`config.mk`:
```
export PLATFORM = sky130hd
export DESIGN_NAME = lsu_ctrl
export DESIGN_NICKNAME = d
export VERILOG_FILES = /design/src/rtl/lsu_pkg.sv /design/src/rtl/lsu_align.sv /design/src/rtl/lsu_ctrl.sv
export SDC_FILE = /design/constraint.sdc
export NUM_CORES = 1
export LEC_CHECK = 0
export CORE_MARGIN = 1.5
export CORE_UTILIZATION = 48
export DETAILED_ROUTE_END_ITERATION = 8
export GPL_TIMING_DRIVEN = 0
export PLACE_DENSITY_LB_ADDON = 0.1
export SYNTH_ARGS = -nofsm -noshare
export SYNTH_HDL_FRONTEND = slang
export SYNTH_SLANG_ARGS = --single-unit
export TNS_END_PERCENT = 30
```
`constraint.sdc`:
```
create_clock -name clk_i -period 7.86 [get_ports clk_i]
set_input_delay 2.358 -clock clk_i [delete_from_list [all_inputs] [get_ports clk_i]]
set_output_delay 2.358 -clock clk_i [all_outputs]
set_load 0.01 [all_outputs]
```
`src/rtl/lsu_pkg.sv`:
```
// LSU shared types: access-size encoding, FSM states and lane helpers.
// Imported by lsu_align and lsu_ctrl.
package lsu_pkg;

  typedef enum logic [1:0] {
    MT_BYTE  = 2'b00,
    MT_HALF  = 2'b01,
    MT_WORD  = 2'b10,
    MT_WORDX = 2'b11
  } mem_type_e;

  typedef enum logic [1:0] {
    S_IDLE = 2'b00,
    S_ACC0 = 2'b01,
    S_ACC1 = 2'b10,
    S_RESP = 2'b11
  } lsu_state_e;

  // Upper nibble holds the lanes that spill into the next word.
  function automatic logic [7:0] lsu_be(
    input mem_type_e  t,
    input logic [1:0] off
  );
    logic [7:0] base;
    unique case (t)
      MT_BYTE: base = 8'b0000_0001;
      MT_HALF: base = 8'b0000_0011;
      default: base = 8'b0000_1111;
    endcase
    return base << off;
  endfunction

  function automatic logic lsu_misaligned(
    input mem_type_e  t,
    input logic [1:0] off
  );
    logic m;
    unique case (t)
      MT_BYTE: m = 1'b0;
      MT_HALF: m = off[0];
      default: m = (off != 2'b00);
    endcase
    return m;
  endfunction

endpackage

```
`src/rtl/lsu_align.sv`:
```
// LSU lane alignment: store-data lane shifting and load
// extraction with sign/zero extension.
module lsu_align
  import lsu_pkg::*;
(
  input  mem_type_e   type_i,
  input  logic        sign_i,
  input  logic [1:0]  off_i,
  input  logic        hi_sel_i,
  input  logic [31:0] wdata_i,
  input  logic [31:0] lo_i,
  input  logic [31:0] hi_i,
  output logic [31:0] wdata_o,
  output logic [31:0] rdata_o
);

  logic [4:0]  sh;
  logic [63:0] wsh;
  logic [31:0] raw;

  assign sh      = {off_i, 3'b000};
  assign wsh     = {32'b0, wdata_i} << sh;
  assign wdata_o = hi_sel_i ? wsh[63:32] : wsh[31:0];
  assign raw     = 32'({hi_i, lo_i} >> sh);

  always_comb begin
    unique case (type_i)
      MT_BYTE: rdata_o = {{24{sign_i & raw[7]}}, raw[7:0]};
      MT_HALF: rdata_o = {{16{sign_i & raw[15]}}, raw[15:0]};
      default: rdata_o = raw;
    endcase
  end

endmodule

```
`src/rtl/lsu_ctrl.sv`:
```
// LSU control: request capture, access FSM and word-memory sequencing.
// Define MISALIGN_SPLIT_EN to split misaligned accesses instead of faulting.
module lsu_ctrl
  import lsu_pkg::*;
#(
  parameter int ADDR_WIDTH = 32,
  parameter int DATA_WIDTH = 32
) (
  input  logic                  clk_i,
  input  logic                  rst_i,
  input  logic                  req_valid_i,
  output logic                  req_ready_o,
  input  logic                  req_we_i,
  input  logic [1:0]            mem_type_i,
  input  logic                  mem_sign_i,
  input  logic [ADDR_WIDTH-1:0] addr_i,
  input  logic [DATA_WIDTH-1:0] wdata_i,
  output logic                  resp_valid_o,
  output logic [DATA_WIDTH-1:0] rdata_o,
  output logic                  misalign_err_o,
  output logic                  mem_req_o,
  output logic                  mem_we_o,
  output logic [3:0]            mem_be_o,
  output logic [ADDR_WIDTH-1:0] mem_addr_o,
  output logic [DATA_WIDTH-1:0] mem_wdata_o,
  input  logic [DATA_WIDTH-1:0] mem_rdata_i,
  input  logic                  mem_ready_i
);

  lsu_state_e            state_q, state_d;
  lsu_state_e            idle_nxt, acc0_nxt;
  mem_type_e             type_q;
  logic                  we_q, sign_q;
  logic [ADDR_WIDTH-1:0] addr_q, word_addr;
  logic [DATA_WIDTH-1:0] wdata_q, lo_q, hi;
  logic [DATA_WIDTH-1:0] wd_lane, ld_data;
  logic [7:0]            be8;
  logic                  accept, acc, acc1, fault;

  assign accept = req_valid_i & req_ready_o;
  assign be8    = lsu_be(type_q, addr_q[1:0]);
  assign acc    = (state_q == S_ACC0) | (state_q == S_ACC1);

`ifdef MISALIGN_SPLIT_EN
  logic [DATA_WIDTH-1:0] hi_q;
  logic                  split;

  assign split    = |be8[7:4];
  assign acc1     = (state_q == S_ACC1);
  assign hi       = hi_q;
  assign fault    = 1'b0;
  assign idle_nxt = S_ACC0;
  assign acc0_nxt = split ? S_ACC1 : S_RESP;

  always_ff @(posedge clk_i or posedge rst_i) begin
    if (rst_i) begin
      hi_q <= '0;
    end else if (acc1 && mem_ready_i) begin
      hi_q <= mem_rdata_i;
    end
  end
`else
  logic err_q;
  logic mis_in;

  assign mis_in   = lsu_misaligned(mem_type_e'(mem_type_i), addr_i[1:0]);
  assign acc1     = 1'b0;
  assign hi       = '0;
  assign fault    = err_q;
  assign idle_nxt = mis_in ? S_RESP : S_ACC0;
  assign acc0_nxt = S_RESP;

  always_ff @(posedge clk_i or posedge rst_i) begin
    if (rst_i) begin
      err_q <= 1'b0;
    end else if (accept) begin
      err_q <= mis_in;
    end
  end
`endif

  always_comb begin
    state_d = state_q;
    unique case (state_q)
      S_IDLE: if (accept) state_d = idle_nxt;
      S_ACC0: if (mem_ready_i) state_d = acc0_nxt;
`ifdef MISALIGN_SPLIT_EN
      S_ACC1: if (mem_ready_i) state_d = S_RESP;
`endif
      S_RESP: state_d = S_IDLE;
      default: state_d = S_IDLE;
    endcase
  end

  always_ff @(posedge clk_i or posedge rst_i) begin
    if (rst_i) begin
      state_q <= S_IDLE;
      type_q  <= MT_BYTE;
      we_q    <= 1'b0;
      sign_q  <= 1'b0;
      addr_q  <= '0;
      wdata_q <= '0;
      lo_q    <= '0;
    end else begin
      state_q <= state_d;
      if (accept) begin
        type_q  <= mem_type_e'(mem_type_i);
        we_q    <= req_we_i;
        sign_q  <= mem_sign_i;
        addr_q  <= addr_i;
        wdata_q <= wdata_i;
      end
      if (state_q == S_ACC0 && mem_ready_i) begin
        lo_q <= mem_rdata_i;
      end
    end
  end

  lsu_align u_align (
    .type_i   (type_q),
    .sign_i   (sign_q),
    .off_i    (addr_q[1:0]),
    .hi_sel_i (acc1),
    .wdata_i  (wdata_q),
    .lo_i     (lo_q),
    .hi_i     (hi),
    .wdata_o  (wd_lane),
    .rdata_o  (ld_data)
  );

  // Memory outputs are forced to zero outside an access.
  assign word_addr   = {addr_q[ADDR_WIDTH-1:2], 2'b00};
  assign req_ready_o = (state_q == S_IDLE);
  assign mem_req_o   = acc;
  assign mem_we_o    = acc & we_q;
  assign mem_be_o    = acc ? (acc1 ? be8[7:4] : be8[3:0]) : 4'b0;
  assign mem_addr_o  = acc ? word_addr + {{(ADDR_WIDTH-3){1'b0}}, acc1, 2'b00}
                           : '0;
  assign mem_wdata_o = acc ? wd_lane : '0;

  assign resp_valid_o   = (state_q == S_RESP);
  assign misalign_err_o = resp_valid_o & fault;
  assign rdata_o        = (resp_valid_o & ~we_q & ~fault) ? ld_data : '0;

endmodule

```
---- Yosys cells after proc, flatten, opt, wreduce, memory -nomap -nowiden ----
Index checks and enable logic that the tools add are counted.
storage, ports and cells
  register bits after elaboration ......... 103
  input port bits ......................... 104
  output and inout port bits .............. 105
  logic and storage cells ................. 45
operators by class
  eq/ne operators ......................... 7
  shifts and indexed selects .............. 3
  muxes and demuxes ....................... 11
  bitwise operators ....................... 10
  reductions and logical operators ........ 6
operator list
  cell                                                                   count
  32-bit two-way mux                                                     3
  32-bit case mux with 2 select lines                                    1
  32-bit by 5-bit left shift with 32-bit output                          1
  32-bit by 5-bit >> shifter with 32-bit output                          1
  4-bit case mux with 2 select lines                                     1
  8-bit by 2-bit left shift with 4-bit output                            1
  1-bit AND                                                              7
  2-bit by 1-bit equality test with 1-bit output, second input constant  3
  2-bit logical NOT                                                      3
  2-bit two-way mux                                                      3
  2-bit equality test, second input constant                             2
  4-bit two-way mux                                                      1
  2-bit case mux with 2 select lines                                     1
  2-bit by 1-bit != test with 1-bit output, second input constant        1
  2-bit != test, second input constant                                   1
  1-bit inverter                                                         2
  1-bit case mux with 2 select lines                                     1
  2-bit AND reduction                                                    1
  2-bit nonzero test                                                     1
  1-bit logical AND                                                      1
  1-bit bitwise OR                                                       1

---- Longest topological paths before layout ----
  word-level depth ........................ 5
  depth in mapped cells ................... 7
  gate-level depth less buffers ........... 5

---- Hierarchy ----
A second synthesis with hierarchy kept.
second synthesis, totals
  cell total of the unflattened synthesis .. 539
  area total of the unflattened synthesis .. 6,835.3 sq um
modules (own cells, without submodules)
  module     instances  cells an instance  area each (sq um)  sequential area each (sq um)
  lsu_ctrl   1          351                5,034.8            2,577.5
  lsu_align  1          188                1,800.5            0.0

---- Worst setup path after synthesis ----
Ideal clock, no wire load.
  kind .................................... reg-to-output
  start point ............................. register state_q[0]
  end point ............................... output rdata_o[16]
  arrival ................................. 1.937 ns
  data required time ...................... 5.502 ns
  setup slack ............................. 3.565 ns
  cell stages (with the launch flop) ...... 8
  path buffers ............................ 3
  cells stage by stage .................... dfrtp_1 ha_1 or3b_1 buf_6 or3b_1 buf_2 buf_6 o32ai_1
on the way
  word-level cells in the longest chain between the ends .. 4
RTL lines
  element                 line             text
  from (decl)             lsu_ctrl.sv:30   lsu_state_e state_q, state_d;
  from (signal assigned)  lsu_ctrl.sv:105  state_q <= state_d;
  2-bit equality test     lsu_ctrl.sv:141  assign resp_valid_o = (state_q == S_RESP);
  named net resp_valid_o  lsu_ctrl.sv:18   output logic resp_valid_o,
  1-bit AND (2 in a row)  lsu_ctrl.sv:143  assign rdata_o = (resp_valid_o & ~we_q & ~fault) ? ld_data : '0;
  32-bit two-way mux      lsu_ctrl.sv:143
  to (decl)               lsu_ctrl.sv:19   output logic [DATA_WIDTH-1:0] rdata_o,
The timed path passes the listed nets, and every way through them passes these cells.

---- Final worst setup path ----
  start point ............................. register state_q[1]
  end point ............................... output mem_wdata_o[2]
on the way
  word-level cells in the longest chain between the ends .. 3
  elaborated cells between the ends (all ways) .. 4
  those cells by class .................... 2 x eq/ne; 1 x mux; 1 x bitwise
RTL lines
  element                                                                                line             text
  2-bit by 1-bit equality test with 1-bit output or 2-bit equality test (tied branches)  lsu_ctrl.sv:42   assign acc = (state_q == S_ACC0) | (state_q == S_ACC1);
  1-bit bitwise OR *                                                                     lsu_ctrl.sv:42
  32-bit two-way mux *                                                                   lsu_ctrl.sv:139  assign mem_wdata_o = acc ? wd_lane : '0;
  to (decl)                                                                              lsu_ctrl.sv:25   output logic [DATA_WIDTH-1:0] mem_wdata_o,
Every way passes the cells marked *; elsewhere a longest branch is shown, timed or not.

==> results by group <==
Placed design
  • Number of port buffers: about 210
  • Global placer's final weighted congestion: 0.876
  • Final HPWL DP: between 10000 and 15000 µm

GRT
  • Antenna violations before repair: 0
  • Sum of overflow across all layers after global routing: 0
  • Met1 Track Usage GR: 31.7%
  • Global Route met2 Usage: around 44%
  • Global-route wire length before repair: about 24000 µm
  • Layer carrying the most global-route usage: met2
  • Total global-route track usage: around 27%
  • Maximum number of pins on one net before global-route repair: 71
  • Global Route met3 Usage: roughly a tenth
  • Number of global-route vias before repair: 4695

Yosys
  • Proportion of register bits with asynchronous set or reset after synthesis: between 90% and 100%
  • Register area share after synthesis: roughly 47%
  • Count of flip-flops with a built-in enable after synthesis: 0
  • Yosys cell types: 31
  • Top post-synthesis cells by area: sky130_fd_sc_hd__dfrtp_1 (47%), sky130_fd_sc_hd__mux2_2 (22%), sky130_fd_sc_hd__mux2i_1 (6.2%)
  • YS warnings: 0
  • Commonest cells in the synthesized netlist: sky130_fd_sc_hd__mux2_2 (108), sky130_fd_sc_hd__dfrtp_1 (103), sky130_fd_sc_hd__and2_1 (48)
  • Yosys top cell by area: sky130_fd_sc_hd__dfrtp_1
  • Mapped Avg Cell Area: 11.4 µm²
  • Top-count cell post-synth: sky130_fd_sc_hd__mux2_2
  • Portion of synthesized cell area occupied by the leading cell type: approximately 47%
  • Yosys reg bits: 103
  • Most used flip-flop cell after synthesis: sky130_fd_sc_hd__dfrtp_1
  • Area of the mapped netlist: 5530 µm²
  • Synthesized instance count: between 400 and 500

Clock tree
  • Hold-fix buffers, CTS: 0
  • Number of buffers created by CTS: 9
  • Post-CTS clock slew at the launch and capture registers of the worst setup and hold paths: about 80 ps
  • Buffers inserted during post-CTS setup optimization: 0
  • Maximum buffer depth of the clock tree: 2
  • Number of H-tree levels: 3
  • Clock Tree Root: sky130_fd_sc_hd__clkbuf_16
  • Clock tree sinks: 103
  • Clock Latency Late Sink: 360 ps
  • Number of cells upsized or downsized after cts: 0
  • CTS tree: built

Worst setup path
  • R2r worst-path depth: 5
  • Slowest cell on the critical path: sky130_fd_sc_hd__nor2_1
  • Cells traversed along the worst timing path: inv_1 -> ha_1 -> nand2b_1 -> clkbuf_1 -> nor2_1 -> and2_1 -> clkdlybuf4s50_1
  • Buf/Inv on CP: 3
  • Startpoint kind of the worst setup timing path: register
  • Crit. End Element: primary output
  • Minimum setup slack among reg-to-reg paths: a little under 6000 ps
  • Worst reg2reg endpoint: wdata_q[25]$_DFFE_PP0P_
  • Slowest Stage Delay on Critical Path: ~650 ps
  • Worst setup startpoint: state_q[1]$_DFFE_PP0P_
  • Family with the most delay on the worst path: simple AND/OR/NAND/NOR gates
  • Top fanout value on the critical path: 10
  • Reg2reg start: state_q[0]$_DFFE_PP0P_
  • Depth of the critical timing path with buffers and inverters included: 7
  • Kind of critical path: reg2out
  • CP required: 5500 ps
  • Signal arrival time at the worst endpoint: about 3000 ps
  • Destination of the critical timing path: mem_wdata_o[2]

STA
  • Max-slew violation count: 0
  • Post-route clock period utilization: 69.2%
  • Number of hold violations in the final report: 0
  • Max-slew headroom: 41.4%
  • Transition time at the pin with the least slew margin: around 870 ps
  • Setup-violating endpoint count in the final report: 0
  • Period minus WS final: between 5000 and 6000 ps
  • Fmax achieved: approximately 180 MHz
  • RSZ-0062 raised after global routing: no
  • Maximum clock skew at final layout: 8.22 ps
  • Setup total negative slack: 0 ps

Floorplanning
  • Area inside the core boundary: about 11000 µm²
  • Die Outline Area: between 10000 and 15000 µm²
  • Die W: between 100 and 150 µm
  • Boundary pin count: between 200 and 250
  • Row Count: 39
  • Die extent in y: about 110 µm
  • Initial core utilization: around 49%

Cells and area
  • Nets: between 800 and 900
  • Antenna cells: 0
  • Count of filler cells inserted in the layout: roughly 870
  • Final design utilization: about 70%
  • Signed area change from the synthesized netlist to the final layout: 46.6%
  • Fraction of final layout cells with drive strength greater than 1: approximately a fifth

Flow run
  • Maximum Capacitance Violations: 0

Drt
  • Vias per Instance: ~5.4
  • Detail-routed net length per standard cell: 19.0 µm
  • Antenna-violating nets left: 0
  • Final routed DRC violation total: 0
  • Detailed-routing iteration count for the pre-antenna-repair pass: 5
  • Drt first-iter violations: about 290
  • Total Routed Length: 16200 µm
  • Vias after detailed routing: 4599

Pwr
  • P_leak: between 3 and 4 nW
  • Power per unit of standard cell area: 442 nW/µm²
  • Maximum VDD drop: 336 µV

Status
  • Run status: completed

Worst hold path
  • Class of the tightest hold or removal check: reg2reg
-- cell usage in the layout, fill, tap and decap left out, types with 3 or more instances in the layout --
cell type                         synthesis  final
sky130_fd_sc_hd__o21ai_0                 17     17
sky130_fd_sc_hd__mux2i_1                 34     34
sky130_fd_sc_hd__nand2_1                 30     30
sky130_fd_sc_hd__dfrtp_1                103    103
sky130_fd_sc_hd__a211oi_1                23     23
sky130_fd_sc_hd__o211a_1                  8      8
sky130_fd_sc_hd__nor3_1                   3      3
sky130_fd_sc_hd__and2_1                  48     48
sky130_fd_sc_hd__buf_1                   13     13
sky130_fd_sc_hd__mux2_2                 108    108
sky130_fd_sc_hd__clkbuf_1                13     14
sky130_fd_sc_hd__inv_1                    5      4
sky130_fd_sc_hd__nor2_1                  28     28
sky130_fd_sc_hd__ha_1                     3      3
sky130_fd_sc_hd__o32ai_1                  8      8
sky130_fd_sc_hd__clkbuf_16                0      9
sky130_fd_sc_hd__buf_2                   10     10
sky130_fd_sc_hd__nor2b_1                  9      9
sky130_fd_sc_hd__clkdlybuf4s50_1          0    206
-- worst min-delay path by stage --
stage	from	end	slack (ps)	cells after the start
detailed placement	addr_q[10]$_DFFE_PP0P_	addr_q[10]$_DFFE_PP0P_	490	1
global placement	addr_q[24]$_DFFE_PP0P_	addr_q[24]$_DFFE_PP0P_	480	1
floorplan	err_q$_DFFE_PP0P_	err_q$_DFFE_PP0P_	460	2
global route	addr_q[6]$_DFFE_PP0P_	addr_q[6]$_DFFE_PP0P_	510	1
CTS	addr_q[10]$_DFFE_PP0P_	addr_q[10]$_DFFE_PP0P_	500	1
finish	addr_q[10]$_DFFE_PP0P_	addr_q[10]$_DFFE_PP0P_	500	1
-- flip-flops by register name (all words and copies together) (netlist names) --
name     flops
we_q         1
addr_q      32
lo_q        32
err_q        1
wdata_q     32
type_q       2
state_q      2
sign_q       1
-- where the power goes --
| part | leakage (nW) | internal [mW] | total, mW | switching, mW |
|---|---|---|---|---|
| Sequential | 1.22 | 0.804 | 1.00 | 0.198 |
| Clock | 0.151 | 0.253 | 0.467 | 0.213 |
| Combinational | 2.02 | 1.14 | 2.12 | 0.977 |
-- area by class of cell --
| class | count | area [µm²] | share of cell area (%) |
|---|---|---|---|
| Buffer | 40 | 185 | 2.28 |
| Clock buffer | 10 | 229 | 2.82 |
| Clock inverter | 6 | 75.1 | 0.926 |
| Inverter | 5 | 21.3 | 0.262 |
| Multi-Input combinational cell | 338 | 2750 | 34.0 |
| Sequential cell | 103 | 2580 | 31.8 |
| Tap cell | 143 | 179 | 2.21 |
| Timing Repair Buffer | 207 | 2090 | 25.8 |
-- layer usage --
layer	share of wire [%]	up-vias	wire length (µm)
met5	0	-	0
met4	3.2	0	526
met3	9.5	35	1540
met2	48	198	7790
met1	39	2221	6320
li1	-	2145	-
-- through the flow --
step	cells	worst slack (ps)	power, mW	cell area, µm²	hold WS (ps)
after global routing	852	2270	3.81	8110	514
after global placement	835	1270	3.06	7780	480
final	852	2420	3.58	8110	502
after CTS	852	2430	3.60	8110	503
after detailed placement	836	2840	3.11	7810	486
after floorplan	486	2800	2.17	5540	458
-- cell families after synthesis --
group / Yosys count / share of synthesized area (%)
AO/OA/AOI/OAI: 67 / 9.09
flip-flops: 103 / 46.6
multiplexers: 143 / 28.5
AND/OR/NAND/NOR: 123 / 11.3
buffers and inverters: 45 / 3.69
adder cells (fa/ha/maj): 3 / 0.679
other: 1 / 0.0678
(Power assumes the default switching activity.)
